--- config.mk ---
export PLATFORM = sky130hd
export DESIGN_NAME = cv_copy_coord_flat
export DESIGN_NICKNAME = d
export VERILOG_FILES = /design/src/rtl/cv_copy_coord_if.sv /design/src/rtl/cv_copy_coord.sv /design/src/flat_wrapper.sv
export SDC_FILE = /design/constraint.sdc
export NUM_CORES = 1
export LEC_CHECK = 0
export CAP_MARGIN = 0
export CORE_MARGIN = 4
export CORE_UTILIZATION = 48
export DETAILED_ROUTE_END_ITERATION = 16
export HOLD_SLACK_MARGIN = 0.03
export PLACE_DENSITY = 0.85
export RECOVER_POWER = 100
export SYNTH_ARGS = -nofsm -noshare
export SYNTH_HDL_FRONTEND = slang
export SYNTH_SLANG_ARGS = --single-unit
--- constraint.sdc ---
create_clock -name clk -period 4.1 [get_ports clk]
set_clock_uncertainty 0.05 [all_clocks]
set_input_delay 0.82 -clock clk [delete_from_list [all_inputs] [get_ports clk]]
set_output_delay 0.82 -clock clk [all_outputs]
set_load 0.05 [all_outputs]
--- src/rtl/cv_copy_coord_if.sv ---
// Bus between the copy sequencer and the copy coordinate generator.
// master: sequencer side (drives start/params/step codes, reads flags/addresses).
// slave : coordinate generator side.
interface cv_copy_coord_if;
  logic        i_start;
  logic [9:0]  i_srcX;
  logic [8:0]  i_srcY;
  logic [9:0]  i_dstX;
  logic [8:0]  i_dstY;
  logic [9:0]  i_width;
  logic [8:0]  i_height;
  logic [2:0]  i_nextX;
  logic [2:0]  i_nextY;
  logic        i_exitSig;
  logic        o_active;
  logic        o_isWidthNot1;
  logic        o_xb_0;
  logic        o_wb_0;
  logic        o_currPairIsLineLast;
  logic        o_nextPairIsLineLast;
  logic        o_endVertical;
  logic [17:0] o_srcAddr;
  logic [17:0] o_dstAddr;
  logic [15:0] o_dbgSteps;

  modport master (
    output i_start, i_srcX, i_srcY, i_dstX, i_dstY, i_width, i_height,
           i_nextX, i_nextY, i_exitSig,
    input  o_active, o_isWidthNot1, o_xb_0, o_wb_0, o_currPairIsLineLast,
           o_nextPairIsLineLast, o_endVertical, o_srcAddr, o_dstAddr, o_dbgSteps
  );

  modport slave (
    input  i_start, i_srcX, i_srcY, i_dstX, i_dstY, i_width, i_height,
           i_nextX, i_nextY, i_exitSig,
    output o_active, o_isWidthNot1, o_xb_0, o_wb_0, o_currPairIsLineLast,
           o_nextPairIsLineLast, o_endVertical, o_srcAddr, o_dstAddr, o_dbgSteps
  );
endinterface

--- src/rtl/cv_copy_coord.sv ---
// VRAM rectangle copy coordinate generator. Tracks the current 32-bit pair
// (two halfwords) and line of a copy, produces wrapped source/destination
// word addresses and line-end flags for the copy sequencer.
// Optional step counter: define CV_COPY_COORD_DBG_EN to build o_dbgSteps.
module cv_copy_coord (
  input  logic             clk,
  input  logic             nRst,
  cv_copy_coord_if.slave   bus
);

  // Step codes from the sequencer
  localparam logic [2:0] X_NEXT  = 3'd1;
  localparam logic [2:0] Y_NEXT  = 3'd4;
  localparam logic [2:0] XY_BACK = 3'd6;

  logic        active_q,   active_d;
  logic [9:0]  src_x_q,    src_x_d;
  logic [8:0]  src_y_q,    src_y_d;
  logic [8:0]  dst_xp_q,   dst_xp_d;   // dstX in pair units; bit 0 is irrelevant
  logic [8:0]  dst_y_q,    dst_y_d;
  logic [10:0] w_q,        w_d;        // width in halfwords, 1..1024
  logic [9:0]  h_q,        h_d;        // height in lines, 1..512
  logic [10:0] np_q,       np_d;       // pairs touched per line, 1..513
  logic [9:0]  pair_q,     pair_d;
  logic [8:0]  line_q,     line_d;

  logic [10:0] w_new;
  logic [9:0]  h_new;
  logic [10:0] sx_ext;
  logic [10:0] end_x;
  logic [10:0] np_new;
  logic        pair_last;
  logic        line_last;

  // Decode new-copy parameters; NP spans from the pair holding the first
  // pixel to the pair holding the last one.
  always_comb begin
    w_new  = (bus.i_width  == 10'd0) ? 11'd1024 : {1'b0, bus.i_width};
    h_new  = (bus.i_height == 9'd0)  ? 10'd512  : {1'b0, bus.i_height};
    sx_ext = {1'b0, bus.i_srcX};
    end_x  = sx_ext + w_new - 11'd1;
    np_new = (end_x >> 1) - (sx_ext >> 1) + 11'd1;
  end

  assign pair_last = ({1'b0, pair_q} == (np_q - 11'd1));
  assign line_last = ({1'b0, line_q} == (h_q - 10'd1));

  // Next-state: start (re)loads, exit stops, otherwise step codes move counters
  always_comb begin
    active_d = active_q;
    src_x_d  = src_x_q;
    src_y_d  = src_y_q;
    dst_xp_d = dst_xp_q;
    dst_y_d  = dst_y_q;
    w_d      = w_q;
    h_d      = h_q;
    np_d     = np_q;
    pair_d   = pair_q;
    line_d   = line_q;
    if (bus.i_start) begin
      active_d = 1'b1;
      src_x_d  = bus.i_srcX;
      src_y_d  = bus.i_srcY;
      dst_xp_d = bus.i_dstX[9:1];
      dst_y_d  = bus.i_dstY;
      w_d      = w_new;
      h_d      = h_new;
      np_d     = np_new;
      pair_d   = '0;
      line_d   = '0;
    end else if (active_q) begin
      if (bus.i_exitSig) begin
        active_d = 1'b0;
      end else begin
        // Stepping past the last pair/line wraps rather than overrunning
        if (bus.i_nextX == X_NEXT)       pair_d = pair_last ? 10'd0 : pair_q + 10'd1;
        else if (bus.i_nextX == XY_BACK) pair_d = '0;
        if (bus.i_nextY == Y_NEXT)       line_d = line_last ? 9'd0 : line_q + 9'd1;
        else if (bus.i_nextY == XY_BACK) line_d = '0;
      end
    end
  end

  // State registers with synchronous reset
  always_ff @(posedge clk) begin
    if (!nRst) begin
      active_q <= 1'b0;
      src_x_q  <= '0;
      src_y_q  <= '0;
      dst_xp_q <= '0;
      dst_y_q  <= '0;
      w_q      <= '0;
      h_q      <= 10'd1;
      np_q     <= 11'd1;
      pair_q   <= '0;
      line_q   <= '0;
    end else begin
      active_q <= active_d;
      src_x_q  <= src_x_d;
      src_y_q  <= src_y_d;
      dst_xp_q <= dst_xp_d;
      dst_y_q  <= dst_y_d;
      w_q      <= w_d;
      h_q      <= h_d;
      np_q     <= np_d;
      pair_q   <= pair_d;
      line_q   <= line_d;
    end
  end

  assign bus.o_active             = active_q;
  assign bus.o_xb_0               = src_x_q[0];
  assign bus.o_wb_0               = w_q[0];
  assign bus.o_isWidthNot1        = (w_q != 11'd1);
  assign bus.o_currPairIsLineLast = active_q & pair_last;
  assign bus.o_nextPairIsLineLast = active_q & (({1'b0, pair_q} + 11'd1) == (np_q - 11'd1));
  assign bus.o_endVertical        = active_q & line_last;

  // 9-bit sums give the VRAM wrap on both axes
  assign bus.o_srcAddr = {src_y_q + line_q, src_x_q[9:1] + pair_q[8:0]};
  assign bus.o_dstAddr = {dst_y_q + line_q, dst_xp_q     + pair_q[8:0]};

`ifdef CV_COPY_COORD_DBG_EN
  logic [15:0] dbg_q, dbg_d;

  // Count active cycles carrying any non-as-is step code
  always_comb begin
    dbg_d = dbg_q;
    if (bus.i_start) dbg_d = '0;
    else if (active_q && (bus.i_nextX == X_NEXT || bus.i_nextX == XY_BACK ||
                          bus.i_nextY == Y_NEXT || bus.i_nextY == XY_BACK))
      dbg_d = dbg_q + 16'd1;
  end

  // Step counter register
  always_ff @(posedge clk) begin
    if (!nRst) dbg_q <= '0;
    else       dbg_q <= dbg_d;
  end

  assign bus.o_dbgSteps = dbg_q;
`else
  assign bus.o_dbgSteps = '0;
`endif

endmodule

--- src/flat_wrapper.sv ---
// flat-port wrapper written by rule: the top's interface ports become plain ports
module cv_copy_coord_flat 
  (clk, nRst, bus_i_start, bus_i_srcX, bus_i_srcY, bus_i_dstX, bus_i_dstY, bus_i_width, bus_i_height, bus_i_nextX, bus_i_nextY, bus_i_exitSig, bus_o_active, bus_o_isWidthNot1, bus_o_xb_0, bus_o_wb_0, bus_o_currPairIsLineLast, bus_o_nextPairIsLineLast, bus_o_endVertical, bus_o_srcAddr, bus_o_dstAddr, bus_o_dbgSteps);
  cv_copy_coord_if bus_i ();
  input  logic clk;
  input  logic nRst;
  input wire logic [$bits(bus_i.i_start)-1:0] bus_i_start;
  input wire logic [$bits(bus_i.i_srcX)-1:0] bus_i_srcX;
  input wire logic [$bits(bus_i.i_srcY)-1:0] bus_i_srcY;
  input wire logic [$bits(bus_i.i_dstX)-1:0] bus_i_dstX;
  input wire logic [$bits(bus_i.i_dstY)-1:0] bus_i_dstY;
  input wire logic [$bits(bus_i.i_width)-1:0] bus_i_width;
  input wire logic [$bits(bus_i.i_height)-1:0] bus_i_height;
  input wire logic [$bits(bus_i.i_nextX)-1:0] bus_i_nextX;
  input wire logic [$bits(bus_i.i_nextY)-1:0] bus_i_nextY;
  input wire logic [$bits(bus_i.i_exitSig)-1:0] bus_i_exitSig;
  output wire logic [$bits(bus_i.o_active)-1:0] bus_o_active;
  output wire logic [$bits(bus_i.o_isWidthNot1)-1:0] bus_o_isWidthNot1;
  output wire logic [$bits(bus_i.o_xb_0)-1:0] bus_o_xb_0;
  output wire logic [$bits(bus_i.o_wb_0)-1:0] bus_o_wb_0;
  output wire logic [$bits(bus_i.o_currPairIsLineLast)-1:0] bus_o_currPairIsLineLast;
  output wire logic [$bits(bus_i.o_nextPairIsLineLast)-1:0] bus_o_nextPairIsLineLast;
  output wire logic [$bits(bus_i.o_endVertical)-1:0] bus_o_endVertical;
  output wire logic [$bits(bus_i.o_srcAddr)-1:0] bus_o_srcAddr;
  output wire logic [$bits(bus_i.o_dstAddr)-1:0] bus_o_dstAddr;
  output wire logic [$bits(bus_i.o_dbgSteps)-1:0] bus_o_dbgSteps;
  assign bus_i.i_start = bus_i_start;
  assign bus_i.i_srcX = bus_i_srcX;
  assign bus_i.i_srcY = bus_i_srcY;
  assign bus_i.i_dstX = bus_i_dstX;
  assign bus_i.i_dstY = bus_i_dstY;
  assign bus_i.i_width = bus_i_width;
  assign bus_i.i_height = bus_i_height;
  assign bus_i.i_nextX = bus_i_nextX;
  assign bus_i.i_nextY = bus_i_nextY;
  assign bus_i.i_exitSig = bus_i_exitSig;
  assign bus_o_active = bus_i.o_active;
  assign bus_o_isWidthNot1 = bus_i.o_isWidthNot1;
  assign bus_o_xb_0 = bus_i.o_xb_0;
  assign bus_o_wb_0 = bus_i.o_wb_0;
  assign bus_o_currPairIsLineLast = bus_i.o_currPairIsLineLast;
  assign bus_o_nextPairIsLineLast = bus_i.o_nextPairIsLineLast;
  assign bus_o_endVertical = bus_i.o_endVertical;
  assign bus_o_srcAddr = bus_i.o_srcAddr;
  assign bus_o_dstAddr = bus_i.o_dstAddr;
  assign bus_o_dbgSteps = bus_i.o_dbgSteps;
  cv_copy_coord u_core (.clk(clk), .nRst(nRst), .bus(bus_i));
endmodule
## Word-level counts from Yosys, hierarchy flattened

Index checks and enable logic that the tools add are counted.

| storage, ports and cells | value |
|---|---|
| register bits after elaboration | 89 |
| output and inout bits | 59 |

| cells by class | value |
|---|---|
| equality and inequality tests | 8 |
| multiplexer cells | 11 |
| bitwise logic cells | 5 |
| reduce and logical (&&, ||, !) cells | 7 |
| add/sub/neg operators | 13 |

Operator list:

| operator | number |
|---|---|
| $mux W10 | 4 |
| $add A9 B9 Y9 | 4 |
| $mux W9 | 3 |
| $sub A11 B1 Y11 const B | 2 |
| $add A10 B1 Y11 const B | 1 |
| $add A10 B11 Y11 | 1 |
| $add A11 B1 Y11 const B | 1 |
| $eq A10 B11 Y1 | 1 |
| $eq A11 B11 Y1 | 1 |
| $mux W11 | 1 |
| $ne A11 B1 Y1 const B | 1 |
| $sub A10 B9 Y11 | 1 |
| $add A10 B1 Y10 const B | 1 |
| $eq A9 B10 Y1 | 1 |
| $logic_not A10 Y1 | 1 |
| $sub A10 B1 Y10 const B | 1 |
| $add A9 B1 Y9 const B | 1 |
| $eq A3 B3 Y1 const B | 3 |
| $logic_not A9 Y1 | 1 |
| $reduce_and A3 Y1 | 2 |
| $reduce_bool A2 Y1 | 2 |
| $and A1 B1 Y1 | 3 |
| $eq A3 B1 Y1 const B | 1 |
| $mux W1 | 3 |
| 2 further kinds | 3 |

## Depth between registers and ports, before layout

Gate-level depths: netlist of the first run.

| depth | value |
|---|---|
| depth in word-level cells | 6 |
| gate-level depth with buffers | 20 |
| gate-level depth less buffers | 20 |

## Worst setup path before layout of the first run

No wires, ideal clock.

| path | value |
|---|---|
| path type | register to output |
| start point | register u_core.np_q[0] |
| end point | output port bus_o_currPairIsLineLast |
| arrival time | 3.555 ns |
| path slack | -0.325 ns |
| cell stages (with the launch flop) | 8 |
| cell sequence | dfxtp_1 -> inv_1 -> ha_1 -> or4b_1 -> nor4_2 -> mux2_2 -> o211a_1 -> nor4b_1 |

| on the way | value |
|---|---|
| word-level cells in the longest chain between the ends | 3 |

Ends and longest elaborated chain:

| item | line | source |
|---|---|---|
| start: declaration | cv_copy_coord.sv:23 | `logic [10:0] np_q, np_d;` |
| start signal: assignment | cv_copy_coord.sv:105 | `np_q <= np_d;` |
| $sub A11 B1 Y11 | cv_copy_coord.sv:45 | `assign pair_last = ({1'b0, pair_q} == (np_q - 11'd1));` |
| $eq A10 B11 Y1 | cv_copy_coord.sv:45 |  |
| $and A1 B1 Y1 | cv_copy_coord.sv:115 | `assign bus.o_currPairIsLineLast = active_q & pair_last;` |
| end: declaration | flat_wrapper.sv:21 | `output wire logic [$bits(bus_i.o_currPairIsLineLast)-1:0] bus_o_currPairIsLineLast;` |

Every way passes these cells.

## Worst setup path after layout of the first run

| path | value |
|---|---|
| start point | input port bus_i_srcX[1] |
| end point | register u_core.np_q[10] |

| on the way | value |
|---|---|
| word-level cells in the longest chain between the ends | 4 |

Ends and longest elaborated chain:

| item | line | source |
|---|---|---|
| start: declaration | flat_wrapper.sv:8 | `input wire logic [$bits(bus_i.i_srcX)-1:0] bus_i_srcX;` |
| $add A10 B11 Y11 | cv_copy_coord.sv:41 | `end_x = sx_ext + w_new - 11'd1;` |
| $sub A11 B1 Y11 | cv_copy_coord.sv:41 |  |
| $sub A10 B9 Y11 * | cv_copy_coord.sv:42 | `np_new = (end_x >> 1) - (sx_ext >> 1) + 11'd1;` |
| $add A11 B1 Y11 * | cv_copy_coord.sv:42 |  |

Every way passes the cells marked *; elsewhere a longest branch is shown, timed or not.
A chain may end at the register's enable or synchronous reset.

==> key figures, run 1 <==
Synth
  – Synth top area cells: dfxtp_1 (25%), ha_1 (13%), mux2i_1 (8.6%), xnor2_1 (7.6%), nor2b_1 (5.9%)
  – Largest area contributor in the netlist: dfxtp_1
  – Synth top area share: 25.4%
  – Mean post-synth cell area: 8.48 um2
  – EDFF count, synth: 0
  – Count leader, synth: dfxtp_1
  – Cells after synthesis: 828
  – Post-synth top cells: dfxtp_1 (89), inv_1 (76), ha_1 (73)
  – Synthesized flop and latch total: 89
  – Share of flip-flops with an asynchronous set or reset: 0%
  – Yosys warnings: 0
  – Yosys cell types: 61
  – Post-synthesis sequential area ratio: 25.4%
  – Ys flop type: dfxtp_1
  – Mapped cell area: 0.00702 mm2

Layout
  – Layout Utilization: 63.5%
  – Ant diodes: 0
  – Synthesis-to-layout area growth: 27.5%
  – Share of cells above drive strength 1: 12.4%
  – Nets: 1109

Drt
  – DR iter-0 viols: 295
  – DR DRC count: 0
  – Vias per inst: 5.38
  – Pre-antenna DRT Iters: 4
  – Final wirelength: 17600 um
  – Via count: 6178
  – Antenna viol nets, final: 0
  – Drt wl/cell: 15.3 um

GRT
  – Pin count of the biggest net entering global routing: 57
  – Global-route wire length before repair: 28700 um
  – Initial antenna violation count: 0
  – Overflow after GRT: 0
  – Vias in the first global route: 5996
  – GR Util All Layers: 21.2%

Worst setup path
  – Crit path max fanout: 3
  – Critical Path Sink Type: register
  – Most frequent CP cell: ha_1
  – WP depth: 21
  – Cell family with most CP delay: compound AO/OA/AOI/OAI gates
  – WS Path Type: input port to register
  – CP cell instances: dlygate4sd2_1 -> inv_2 -> ha_1 -> inv_1 -> ha_1 -> a21o_1 -> a21oi_2 -> nor2b_1 -> o21ai_0 -> nand2b_1 -> a31oi_1 -> xnor2_1 -> ha_1 -> ha_4 -> a21oi_1 -> o21a_1 -> o31a_1 -> o21ai_1 -> nand3_1 -> mux2i_1 -> a31o_2
  – Type of origin of the critical path: input port
  – Critical-path top delay cell: ha_1
  – Worst reg-to-reg path cell count: 9
  – CP Data Required Time: 4.29 ns
  – Largest stage delay, worst path: 0.29 ns
  – WP data arrival: 4.15 ns
  – Critical path buffers and inverters: 3

CTS
  – Post-cts hold buffer count: 0
  – Clock slew at reported path FFs: 0.06 ns
  – Clock Latency Late Sink: 0.35 ns
  – CTS Buffer Depth: 2
  – Root Driver: clkbuf_16
  – CTS tree: built
  – Cts bufs inserted: 9
  – Max H-tree Level: 3
  – CTS Sinks: 89

Power and ir drop
  – Clock share of power: 28.3%
  – Switching power: 0.00111 W
  – Total power: 0.00320 W
  – LEAKAGE: 4.13 nW
  – VDD IR max: 0.000247 V
  – Pwr Density: 358 mW/mm2
  – Internal power: 0.00210 W
  – Comb pwr share: 40.0%
  – Switch share: 34.5%
  – Reg power frac: 31.7%

Timing
  – Count of final setup violators: 0
  – Pins Over Slew Limit: 0
  – F_max: 0.253 GHz
  – Hold Vio Cnt, Final: 0
  – Final Worst Setup Slack: 0.143 ns
  – Tightest Pin Transition: 1.18 ns
  – Tmin final: 3.96 ns
  – RSZ-0062 raised after global routing: false
  – Final worst-path cycle share: 96.5%
  – Hold_ws: 0.444 ns
  – Slew headroom: 21.2%

Floorplan
  – Die X: 129 um
  – CORE AREA: 0.0141 mm2
  – Row count: 43
  – I/O pins: 126
  – Initial Util: 49.8%
  – Die H: 129 um
  – Die area: 0.0166 mm2

Placement
  – Place WS: -0.666 ns
  – Dpl hpwl: 13500 um
  – Routability cong.: 0.883
  – Port bufs: 108

Flow run
  – Max cap viols: 0

Worst hold path
  – Hold Path Cell Cnt: 2
  – Min-delay worst type: register to register

Run status
  – Status: finished, final reports clean
==> kinds of logic after synthesis <==
family | after synthesis | synth area share [%]
muxes | 61 | 8.72
adders and majority gates | 78 | 14.4
AOI/OAI and AO/OA | 153 | 13.8
xor gates and xnor gates | 86 | 10.8
and+or+nand+nor | 236 | 19.2
buffers and inverters | 124 | 7.61
DFF | 89 | 25.4
other | 1 | 0.0534
==> state kept, by name (all words and copies together), names as in the netlist <==
name                 count
u_core.dst_y_q           9
u_core.h_q              10
u_core.np_q             11
u_core.pair_q           10
u_core.line_q            9
u_core.bus.o_active      1
u_core.dst_xp_q          9
u_core.src_y_q           9
u_core.src_x_q          10
u_core.w_q              11
==> cell type report <==
| cell class | instances | area, um2 |
|---|---|---|
| inverters | 76 | 285 |
| multi-input cells | 630 | 4940 |
| clock buffers | 11 | 243 |
| well taps | 180 | 225 |
| fillers | 1169 | 5150 |
| clock inverters | 5 | 78.8 |
| repair buffers | 158 | 1400 |
| flip-flops and latches | 89 | 1780 |
==> metrics by stage <==
stage          cells  area [um2]  setup TNS, ns
2_1_floorplan    843        7080              0
3_3_place_gp    1129        8470          -2.45
3_5_place_dp    1129        8470          -2.91
4_1_cts         1148        8870              0
5_1_grt         1149        8950              0
6_report        1149        8950              0
==> layout by cell type (no fill, tap or decap), types with 24 or more instances in the layout <==
cell type,netlist,final
ha_1,73,64
nor2_1,26,25
nand3_1,25,25
mux2i_1,60,60
clkdlybuf4s50_1,0,55
xnor2_1,61,60
a21oi_1,50,46
inv_1,76,68
buf_4,16,49
o21ai_0,26,28
dfxtp_1,89,89
nand2_1,35,35
xor2_1,24,24
dlygate4sd3_1,0,33
nor2b_1,66,66
==> metal layers <==
| layer | GRT usage, % | part of all wire, % | wire length, um |
|---|---|---|---|
| met3 | 4.69 | 5.8 | 1020 |
| met2 | 36.5 | 48 | 8530 |
| met5 | 0 | 0 | 0 |
| met4 | 5.37 | 1.3 | 223 |
| met1 | 26.8 | 45 | 7840 |
==> what timing repair did <==
action                     4_1_cts  5_1_grt
setup buffers                    3        1
pin swaps                       12       11
setup endpoints to repair        4       10
hold endpoints to repair         0        0
resized for setup               21       31
==> worst reg2reg max path, cell delays in order, from the launching register on <==
cell and delay (ns):
dfxtp_1 0.36, inv_1 0.10, ha_1 0.28, or4b_4 0.54
nor4_2 0.26, mux2_2 0.38, o211a_1 0.15, and4bb_2 0.41
nand2b_4 0.18, o21ai_0 0.08
==> path summary, 6_finish.rpt <==
path | startpoint | end | slack (ns)
max reg2reg | u_core.np_q[0] | u_core.pair_q[4] | 1.19
min | u_core.w_q[10] | u_core.w_q[10] | 0.44
min reg2reg | u_core.w_q[10] | u_core.w_q[10] | 0.44
max | bus_i_srcX[1] | u_core.np_q[10] | 0.14
==> power groups by stage <==
stage / clock (W) / combinational, W / sequential [W]
floorplan: 0 / 0.000859 / 0.000997
global placement: 0 / 0.00115 / 0.00103
detailed placement: 0 / 0.00119 / 0.00103
CTS: 0.000925 / 0.00123 / 0.00101
global route: 0.000954 / 0.00141 / 0.00102
finish: 0.000904 / 0.00128 / 0.00102
Power figures use the tool's default switching activity.
==> run 2: changes to the inputs <==
SKIP_CTS_REPAIR_TIMING = 1   (was default)
==> run 2 against run 1 <==
Design area fell by 0.34%; clock power about the same; clock-buffer cell count is the same; non-clock buffer count shrank 2; critical path depth decreased by 1; routed wire length fell by 1.8%; first-iteration DRC count fell by 3.4%; hold slack got worse by 0.0040 ns; via count shrank 0.87%; sequential power barely moved; combinational power fell by 3%; core utilization shrank 0.21 points.
==> key figures, run 2 (synthesized netlist as in run 1, its figures left out) <==
Run status
  – Status: finished, final reports clean

Power and ir drop
  – Switch share: 34.3%
  – Pwr Density: 354 mW/mm2
  – LEAKAGE: 4.17 nW
  – Internal power: 0.00207 W
  – VDD IR max: 0.000244 V
  – Clock share of power: 28.5%
  – Comb pwr share: 39.3%
  – Reg power frac: 32.1%
  – Switching power: 0.00108 W

Timing
  – RSZ-0062 raised after global routing: true
  – Slew headroom: 20.5%
  – Count of final setup violators: 0
  – Pins Over Slew Limit: 0
  – Final worst-path cycle share: 96.3%
  – Hold Vio Cnt, Final: 0
  – Hold_ws: 0.440 ns
  – Tmin final: 3.95 ns
  – F_max: 0.253 GHz
  – Final Worst Setup Slack: 0.150 ns
  – Tightest Pin Transition: 1.19 ns

Drt
  – Pre-antenna DRT Iters: 5
  – DR DRC count: 0
  – Final wirelength: 17300 um
  – Drt wl/cell: 15.1 um
  – Vias per inst: 5.34
  – DR iter-0 viols: 285
  – Antenna viol nets, final: 0
  – Via count: 6124

Worst setup path
  – WP data arrival: 4.14 ns
  – Crit path max fanout: 3
  – Type of origin of the critical path: input port
  – Critical-path top delay cell: ha_1
  – Largest stage delay, worst path: 0.33 ns
  – CP Data Required Time: 4.29 ns
  – CP cell instances: dlymetal6s2s_1 -> inv_1 -> ha_1 -> inv_1 -> ha_1 -> a21oi_2 -> o21bai_1 -> and2_1 -> o21a_1 -> o21a_1 -> nor2_1 -> xnor2_1 -> ha_1 -> ha_4 -> nand2_1 -> o21a_1 -> o31a_1 -> o2111ai_2 -> mux2i_1 -> a31o_2
  – Cell family with most CP delay: compound AO/OA/AOI/OAI gates
  – WS Path Type: input port to register
  – Critical path buffers and inverters: 3
  – Critical Path Sink Type: register

Placement
  – Dpl hpwl: 13500 um
  – Place WS: -0.666 ns
  – Placed Area: 0.00847 mm2
  – Port bufs: 108
  – Routability cong.: 0.883

GRT
  – Vias in the first global route: 5938
  – Global-route wire length before repair: 28300 um
  – Pin count of the biggest net entering global routing: 57
  – Overflow after GRT: 0
  – Initial antenna violation count: 0
  – GR Util All Layers: 20.9%

Layout
  – Regs by FF count: u_core.np_q x11, u_core.w_q x11
  – Synthesis-to-layout area growth: 27.1%
  – Ant diodes: 0
  – Design Area, Final: 0.00892 mm2
  – Layout Utilization: 63.3%
  – Commonest non-fill, non-tap cell in the layout: dfxtp_1
  – Share of cells above drive strength 1: 11.7%
  – Commonest cells after routing, fill and taps aside: dfxtp_1 (89), inv_1 (68), ha_1 (67)
  – Nets: 1107

CTS
  – Clock Latency Late Sink: 0.35 ns
  – Clock slew at reported path FFs: 0.06 ns
  – CTS tree: built
  – Max H-tree Level: 3
  – CTS Sinks: 89
  – Cts bufs inserted: 9
  – CTS Buffer Depth: 2
  – Root Driver: clkbuf_16

Floorplan
  – Die H: 129 um
  – I/O pins: 126
  – Die area: 0.0166 mm2
  – Initial Util: 49.8%
  – Row count: 43
  – CORE AREA: 0.0141 mm2
  – Die X: 129 um

Worst hold path
  – Min-delay worst type: register to register

Flow run
  – Max cap viols: 0
-- run 2: cell types whose count changed in the layout (fill, tap and decap cells not counted), sizes merged --
cell / before / now
buf: 50 / 48
clkdlybuf4s50: 55 / 54
dlygate4sd2: 4 / 0
clkbuf: 24 / 23
dlymetal6s2s: 3 / 9
-- run 2: metal layers --
layer  GRT usage [%]  wire length, um  vias to the layer above
met4            5.37              240                        0
met3            4.69             1010                       14
met5               0                0                        -
met2            35.8             8300                      162
met1            26.6             7750                     2837
li1                -                -                     3111
-- run 2: worst min-delay path: cells and delay by family, from the launching register on --
family	cells	cell delay, ns
AND/OR/NAND/NOR	1	0.06
flip-flops	1	0.31
AO/OA/AOI/OAI	1	0.07
-- run 2: path summary, 6_finish.rpt --
check / depth (start not counted) / endpoint / slack (ns) / startpoint
setup / recovery: 20 / u_core.np_q[10] / 0.15 / bus_i_width[1]
hold / removal: 2 / u_core.w_q[10] / 0.44 / u_core.w_q[10]
setup reg to reg: 9 / u_core.pair_q[4] / 1.18 / u_core.np_q[0]
hold reg to reg: 2 / u_core.w_q[10] / 0.44 / u_core.w_q[10]
-- run 2: cell type report --
type / count / area [um2]
fillers: 1173 / 5180
multi-input cells: 630 / 4890
flip-flops and latches: 89 / 1780
repair buffers: 156 / 1410
inverters: 76 / 285
clock buffers: 11 / 243
well taps: 180 / 225
clock inverters: 5 / 78.8
-- run 2: metrics by stage --
| step | total power [W] | std cells | setup TNS (ns) |
|---|---|---|---|
| 6_report | 0.00316 | 1147 | 0 |
| 3_3_place_gp | 0.00218 | 1129 | -2.45 |
| 4_1_cts | 0.00314 | 1145 | -1.05 |
| 2_1_floorplan | 0.00186 | 843 | 0 |
| 3_5_place_dp | 0.00222 | 1129 | -2.91 |
| 5_1_grt | 0.00336 | 1147 | -0.106 |
-- run 2: power by group through the flow --
stage	Combinational, W	Sequential, W	Clock (W)
2_1_floorplan	0.000859	0.000997	0
3_3_place_gp	0.00115	0.00103	0
3_5_place_dp	0.00119	0.00103	0
4_1_cts	0.00120	0.00101	0.000925
5_1_grt	0.00138	0.00102	0.000953
6_report	0.00124	0.00102	0.000901
